File: src/rtl/sprite_engine.sv
// Sprite pixel engine: tear-free shadowed position, frame-indexed ROM addressing,
// static/loop/one-shot animation and invincibility blink, 2-cycle pixel latency.
module sprite_engine #(
    parameter  int X_W        = 10,
    parameter  int Y_W        = 10,
    parameter  int SPR_X_SIZE = 64,
    parameter  int SPR_Y_SIZE = 64,
    parameter  int FRAMES     = 4,
    parameter  int FRAME_HOLD = 8,
    parameter  int BLINK_HALF = 16,
    parameter  int GRAY_W     = 4,
    localparam int ADDR_W     = $clog2(FRAMES * SPR_X_SIZE * SPR_Y_SIZE),
    localparam int FRAME_W    = (FRAMES > 1) ? $clog2(FRAMES) : 1
) (
    input  logic                  clk_vga,
    input  logic                  rst,
    input  logic                  en_i,
    input  logic                  v_sync_i,
    input  logic [X_W-1:0]        req_x_addr_i,
    input  logic [Y_W-1:0]        req_y_addr_i,
    input  logic [X_W-1:0]        x_pos_i,
    input  logic [Y_W-1:0]        y_pos_i,
    input  logic [1:0]            mode_i,
    input  logic                  anim_start_i,
    input  logic                  blink_i,
    output logic                  rom_en_o,
    output logic [ADDR_W-1:0]     rom_addr_o,
    input  logic [GRAY_W:0]       rom_data_i,
    output logic [3*GRAY_W-1:0]   vga_rgb_o,
    output logic                  vga_alpha_o,
    output logic [FRAME_W-1:0]    frame_o,
    output logic                  busy_o,
    output logic                  anim_done_o
);

    localparam int HOLD_W    = (FRAME_HOLD > 1) ? $clog2(FRAME_HOLD) : 1;
    localparam int BLINK_W   = $clog2(2 * BLINK_HALF);
    localparam int FRAME_PIX = SPR_X_SIZE * SPR_Y_SIZE;

    localparam logic [1:0] MODE_LOOP    = 2'b01;
    localparam logic [1:0] MODE_ONESHOT = 2'b10;

    localparam logic [1:0] ST_IDLE = 2'b00;
    localparam logic [1:0] ST_RUN  = 2'b01;
    localparam logic [1:0] ST_DONE = 2'b10;

    logic                 vs_r;
    logic                 tick_s;
    logic [X_W-1:0]       sx_r;
    logic [Y_W-1:0]       sy_r;
    logic [1:0]           mode_r;

    logic [1:0]           state_r, state_nxt_s;
    logic [FRAME_W-1:0]   frame_r, frame_nxt_s;
    logic [HOLD_W-1:0]    hold_r, hold_nxt_s;
    logic                 done_nxt_s;
    logic                 adv_s;

    logic [BLINK_W-1:0]   blink_cnt_r;
    logic                 hide_s;

    logic [X_W:0]         x_end_s;
    logic [Y_W:0]         y_end_s;
    logic [X_W-1:0]       dx_s;
    logic [Y_W-1:0]       dy_s;
    logic                 hit_s;
    logic [ADDR_W-1:0]    addr_s;
    logic                 valid_r;

    assign tick_s = vs_r & ~v_sync_i;
    assign adv_s  = tick_s & (hold_r == HOLD_W'(FRAME_HOLD - 1));

    // Animation next-state: hold counter, frame index and one-shot sequencing
    always_comb begin
        state_nxt_s = state_r;
        frame_nxt_s = frame_r;
        done_nxt_s  = 1'b0;
        if (adv_s) begin
            hold_nxt_s = {HOLD_W{1'b0}};
        end else if (tick_s) begin
            hold_nxt_s = hold_r + HOLD_W'(1);
        end else begin
            hold_nxt_s = hold_r;
        end

        if (!en_i) begin
            state_nxt_s = ST_IDLE;
            frame_nxt_s = {FRAME_W{1'b0}};
            hold_nxt_s  = {HOLD_W{1'b0}};
        end else begin
            case (state_r)
                ST_IDLE: begin
                    if ((mode_r == MODE_ONESHOT) && anim_start_i) begin
                        state_nxt_s = ST_RUN;
                        frame_nxt_s = {FRAME_W{1'b0}};
                        hold_nxt_s  = {HOLD_W{1'b0}};
                    end else if (mode_r == MODE_LOOP) begin
                        if (adv_s) begin
                            frame_nxt_s = (frame_r == FRAME_W'(FRAMES - 1)) ?
                                          {FRAME_W{1'b0}} : frame_r + FRAME_W'(1);
                        end else begin
                            frame_nxt_s = frame_r;
                        end
                    end else if (mode_r == MODE_ONESHOT) begin
                        // Idle one-shot keeps showing whatever frame the last run ended on
                        frame_nxt_s = frame_r;
                    end else begin
                        frame_nxt_s = {FRAME_W{1'b0}};
                        hold_nxt_s  = {HOLD_W{1'b0}};
                    end
                end
                ST_RUN: begin
                    if (mode_r != MODE_ONESHOT) begin
                        state_nxt_s = ST_IDLE;
                    end else if (adv_s) begin
                        if (frame_r == FRAME_W'(FRAMES - 1)) begin
                            state_nxt_s = ST_DONE;
                            done_nxt_s  = 1'b1;
                        end else begin
                            frame_nxt_s = frame_r + FRAME_W'(1);
                        end
                    end else begin
                        state_nxt_s = ST_RUN;
                    end
                end
                ST_DONE: begin
                    state_nxt_s = ST_IDLE;
                end
                default: begin
                    state_nxt_s = ST_IDLE;
                    frame_nxt_s = {FRAME_W{1'b0}};
                    hold_nxt_s  = {HOLD_W{1'b0}};
                end
            endcase
        end
    end

    // Hit test and ROM address; sums are one bit wider so an off-screen edge never wraps
    always_comb begin
        x_end_s = {1'b0, sx_r} + (X_W + 1)'(SPR_X_SIZE);
        y_end_s = {1'b0, sy_r} + (Y_W + 1)'(SPR_Y_SIZE);
        dx_s    = req_x_addr_i - sx_r;
        dy_s    = req_y_addr_i - sy_r;
        hide_s  = blink_i & (blink_cnt_r >= BLINK_W'(BLINK_HALF));
        hit_s   = en_i
                & (req_x_addr_i >= sx_r) & ({1'b0, req_x_addr_i} < x_end_s)
                & (req_y_addr_i >= sy_r) & ({1'b0, req_y_addr_i} < y_end_s)
                & ~hide_s;
        addr_s  = ADDR_W'(frame_r) * ADDR_W'(FRAME_PIX)
                + ADDR_W'(dy_s) * ADDR_W'(SPR_X_SIZE)
                + ADDR_W'(dx_s);
    end

    // Frame tick detection and shadow copy of position/mode
    always_ff @(posedge clk_vga or posedge rst) begin
        if (rst) begin
            vs_r   <= 1'b0;
            sx_r   <= {X_W{1'b0}};
            sy_r   <= {Y_W{1'b0}};
            mode_r <= 2'b00;
        end else begin
            vs_r <= v_sync_i;
            if (tick_s) begin
                sx_r   <= x_pos_i;
                sy_r   <= y_pos_i;
                mode_r <= mode_i;
            end
        end
    end

    // Animation state registers and handshake outputs
    always_ff @(posedge clk_vga or posedge rst) begin
        if (rst) begin
            state_r     <= ST_IDLE;
            frame_r     <= {FRAME_W{1'b0}};
            hold_r      <= {HOLD_W{1'b0}};
            busy_o      <= 1'b0;
            anim_done_o <= 1'b0;
        end else begin
            state_r     <= state_nxt_s;
            frame_r     <= frame_nxt_s;
            hold_r      <= hold_nxt_s;
            busy_o      <= (state_nxt_s == ST_RUN);
            anim_done_o <= done_nxt_s;
        end
    end

    // Blink phase counter, running only while blinking is requested
    always_ff @(posedge clk_vga or posedge rst) begin
        if (rst) begin
            blink_cnt_r <= {BLINK_W{1'b0}};
        end else if (!blink_i) begin
            blink_cnt_r <= {BLINK_W{1'b0}};
        end else if (tick_s) begin
            blink_cnt_r <= (blink_cnt_r == BLINK_W'(2 * BLINK_HALF - 1)) ?
                           {BLINK_W{1'b0}} : blink_cnt_r + BLINK_W'(1);
        end
    end

    // ROM fetch stage and pixel-valid pipeline
    always_ff @(posedge clk_vga or posedge rst) begin
        if (rst) begin
            rom_en_o   <= 1'b0;
            rom_addr_o <= {ADDR_W{1'b0}};
            valid_r    <= 1'b0;
        end else begin
            rom_en_o <= hit_s;
            if (hit_s) begin
                rom_addr_o <= addr_s;
            end
            valid_r <= rom_en_o & en_i;
        end
    end

    assign frame_o     = frame_r;
    assign vga_alpha_o = valid_r & rom_data_i[0];
    assign vga_rgb_o   = vga_alpha_o ? {3{rom_data_i[GRAY_W:1]}} : {(3 * GRAY_W){1'b0}};

endmodule

File: config.mk
export PLATFORM = sky130hd
export DESIGN_NAME = sprite_engine
export DESIGN_NICKNAME = d
export VERILOG_FILES = /design/src/rtl/sprite_engine.sv
export SDC_FILE = /design/constraint.sdc
export NUM_CORES = 1
export LEC_CHECK = 0
export ABC_CLOCK_PERIOD_IN_PS = 3600
export CORE_MARGIN = 4
export CORE_UTILIZATION = 46
export CTS_CLUSTER_SIZE = 24
export DETAILED_ROUTE_END_ITERATION = 16
export GPL_TIMING_DRIVEN = 0
export PLACE_DENSITY = 0.77
export SYNTH_ARGS = -nofsm -noshare
export SYNTH_HDL_FRONTEND = slang
export SYNTH_SLANG_ARGS = --single-unit
File: constraint.sdc
create_clock -name clk_vga -period 3.6 [get_ports clk_vga]
set_input_delay 0.36 -clock clk_vga [delete_from_list [all_inputs] [get_ports clk_vga]]
set_output_delay 0.36 -clock clk_vga [all_outputs]
set_load 0.1 [all_outputs]
==> summary.txt <==
Run status
  – Status: finished clean

Pwr
  – Power, Total: 0.00275 W
  – Max rail drop VDD: roughly 0.33 mV
  – Net Sw Power: roughly 0.0013 W
  – Clock share of power: a little over an eighth
  – Logic pwr share: a little under 60%
  – Pleak: between 2 and 2.5 nW
  – Cell-internal power: between 0.001 and 0.0015 W
  – Register share of total power: between 20% and 30%
  – Pwr/cell area: 562 nW/µm²
  – Sw frac: 47.8%

Timing
  – Slew HR: about a third
  – Final min period: 3.53 ns
  – Count of final setup violators: 0
  – Hold Fails Final Rpt: 0
  – Final Max Tran Viols: 0
  – Skew final: ~0.0055 ns
  – Max frequency: ~280 MHz
  – Final Cycle Share: between 90 and 100%
  – Unrepaired setup endpoints after global routing: true
  – Final worst setup slack: 0.0706 ns
  – Worst-Margin Slew: slightly above 1 ns

Synth
  – Avg Inst Size Synth: around 9.3 µm²
  – Yosys warnings: 0
  – Syn nets: between 400 and 500
  – Async SR Flop Fraction: between 90% and 100%
  – Number of synthesized register bits: 53
  – Main flop type after synthesis: dfrtp_1
  – Synth cell types: 51
  – Syn Inst Count: 398
  – Seq/Total Area, Yosys: between 30 and 40%
  – Mapped Area: about 3700 µm²
  – Post-synth EDFFs: 0

Clock tree
  – Clk Latency, worst-skew pair: ~0.31 ns
  – # H-tree levels: 2
  – Clock Sinks: 53
  – TritonCTS buffer count: 5
  – Clock transition at path regs: around 0.10 ns
  – Root buffer cell: clkbuf_8
  – Clock buffer depth: 2
  – CTS tree: yes

Floorplanning
  – Initial Utilization: a little under half
  – Row count: 32
  – Die W: between 90 and 100 µm
  – Full die area: ~9600 µm²
  – Die span in y: 97.8 µm
  – Core area: about 7800 µm²
  – I/O Pins: 85

Setup path
  – Critical-path cell list: clkdlybuf4s50_1, inv_1, ha_4, inv_2, fa_2, a21o_1, a21oi_4, o21bai_1, a21oi_2, xnor2_1, ha_2, a21o_1, a21oi_2, nor2b_1, o21a_1, a31oi_1, xnor3_1, mux2_4
  – Startpoint Class: primary input
  – CP Data Required Time: between 3 and 4 ns
  – FF-to-FF End: rom_addr_o[13]
  – WS Path Type: primary input to flip-flop
  – Slowest-stage cell, CP: clkdlybuf4s50_1
  – Crit end category: flip-flop
  – Worst Path Arrival: 3.74 ns
  – Crit-path max FO: 4
  – FF-to-FF path depth: 16
  – CP peak stage delay: between 0.4 and 0.5 ns
  – Register-to-Register Setup Slack: 0.11 ns
  – Worst r2r src: sx_r[1]

Route
  – Drt wl/cell: ~15 µm
  – Total number of vias: ~3200
  – Initial DRC count: about 150
  – DR pass1 iterations: 4
  – Remaining DRCs: 0
  – ANT nets after route: 0
  – Vias/cell: between 5 and 6
  – Routed WL: roughly 8700 µm

Placed design
  – Post-DP HPWL: between 6000 and 7000 µm
  – Routability cong.: slightly below 0.9
  – Placed insts: about 600
  – Pre-CTS setup slack: -0.704 ns
  – # port buffers: 84
  – Post-DP Area: about 4700 µm²

Min path
  – Hold Crit Class: primary input to asynchronous set/reset pin

Final layout
  – Final Util: roughly 63%
  – Fill count: between 600 and 700
  – Synth-to-Final Area Change: 32.1%
  – Diode count: 0
  – Post-route cell area: 4900 µm²
  – Finished Layout Cells: about 600
  – Final nets: just under 600
  – Layout cells sized above 1: about an eighth

GRT
  – GRT Overall Usage: between 10% and 20%
  – GRT overflow: 0
  – Vias in the first global route: a little over 3000
  – First-pass GRT wire length: 14200 µm
  – Largest net degree at the start of global routing: 36
  – Initial antenna violation count: 0

Flow run
  – Max cap viols: 0
[per-stage QoR]
stage | hold slack [ns] | setup TNS [ns]
after global placement | 0.473 | -1.11
after CTS | 0.375 | 0
final | 0.363 | 0
after global routing | 0.415 | -0.0697
after detailed placement | 0.484 | -1.24
after floorplan | 0.391 | 0
[cell families after synthesis]
group | share of synthesized area, %
compound gates | 14.9
xor+xnor | 5.10
fa+ha+maj | 16.5
buf+inv | 7.39
flops | 35.8
mux | 4.76
simple gates | 15.6
[power by group through the flow]
| stage | clock network (W) | logic, W | registers, W |
|---|---|---|---|
| 6_report | 0.000363 | 0.00161 | 0.000778 |
| 2_1_floorplan | 0 | 0.000603 | 0.00136 |
| 5_1_grt | 0.000395 | 0.00171 | 0.000794 |
| 4_1_cts | 0.000372 | 0.00157 | 0.000779 |
| 3_3_place_gp | 0 | 0.00153 | 0.000786 |
| 3_5_place_dp | 0 | 0.00155 | 0.000791 |
[per-layer routing]
layer	global-route usage, %	wire length [µm]
met4	5.64	155
met3	3.57	525
met1	23.1	3860
met5	0	0
met2	30.6	4180
[sequential cells by signal, indices dropped and copies added (netlist names)]
signal       count
hold_r           3
frame_o          2
blink_cnt_r      5
state_r          2
mode_r           2
rom_addr_o      14
busy_o           1
sy_r            10
rom_en_o         1
vs_r             1
sx_r            10
valid_r          1
anim_done_o      1
[layout by cell type (no fill, tap or decap), drive strengths merged, types with 4 or more instances in the layout]
master and count:
clkdlybuf4s50 83, nand2 53, dfrtp 53, inv 44, ha 44, o21ai 29, a21oi 23, buf 16
nor2 14, xnor2 13, clkbuf 12, nor2b 11, mux2 11, nand3 7, and3 7, a31oi 7
xor2 6, a21o 5, nand4 5, a21boi 5, o21a 4, nand2b 4
[synth_stat cells, types with 5 or more instances]
master    count  share of area (%)
nor2_1       13                1.3
xnor2_1      13                3.1
nand3_1       7               0.94
nor2b_1       9                1.5
inv_1        44                4.5
buf_4         8                1.6
xor2_1        6                1.4
and3_1        7                1.2
mux2_2        5                1.5
nand4_1       5               0.84
a21boi_0      5                1.0
a21oi_1      20                2.7
ha_1         44                 15
nand2_1      53                5.4
a21o_1        5                1.0
dfrtp_1      53                 36
clkbuf_1      6               0.61
o21ai_0      29                3.9
a31oi_1       7                1.2
mux2_4        6                2.4
[what timing repair did]
action	4_1_cts	5_1_grt
endpoints found under the setup margin	2	3
buffers inserted	0	5
resized for setup	4	14
pin swaps	3	16
hold buffers	0	0
[final cells by class]
| cell class | instances | area (µm²) | area share, % |
|---|---|---|---|
| Buffer | 16 | 109 | 2.22 |
| Timing Repair Buffer | 90 | 897 | 18.3 |
| Inverter | 44 | 165 | 3.37 |
| Clock buffer | 6 | 82.6 | 1.69 |
| Sequential cell | 53 | 1330 | 27.1 |
| Clock inverter | 2 | 13.8 | 0.281 |
| Multi-Input combinational cell | 285 | 2180 | 44.4 |
| Tap cell | 102 | 128 | 2.61 |
[worst max-delay path by stage]
stage	start	to	slack, ns	depth (start not counted)
finish	req_x_addr_i[0]	rom_addr_o[13]	0.07	18
CTS	req_x_addr_i[0]	rom_addr_o[13]	0.007	18
detailed placement	req_x_addr_i[1]	rom_addr_o[13]	-0.70	16
global route	req_x_addr_i[0]	rom_addr_o[13]	-0.07	18
floorplan	sx_r[1]	rom_addr_o[13]	0.06	16
global placement	req_x_addr_i[1]	rom_addr_o[13]	-0.65	16
[critical path: cells and delay by family]
family	cells	cell delay (ns)
AOI/OAI and AO/OA	8	1.39
buffers and inverters	3	0.55
xor gates and xnor gates	2	0.37
muxes	1	0.27
and+or+nand+nor	1	0.07
adders and majority gates	3	0.71
Note: power is estimated with default switching activity, not from simulation.
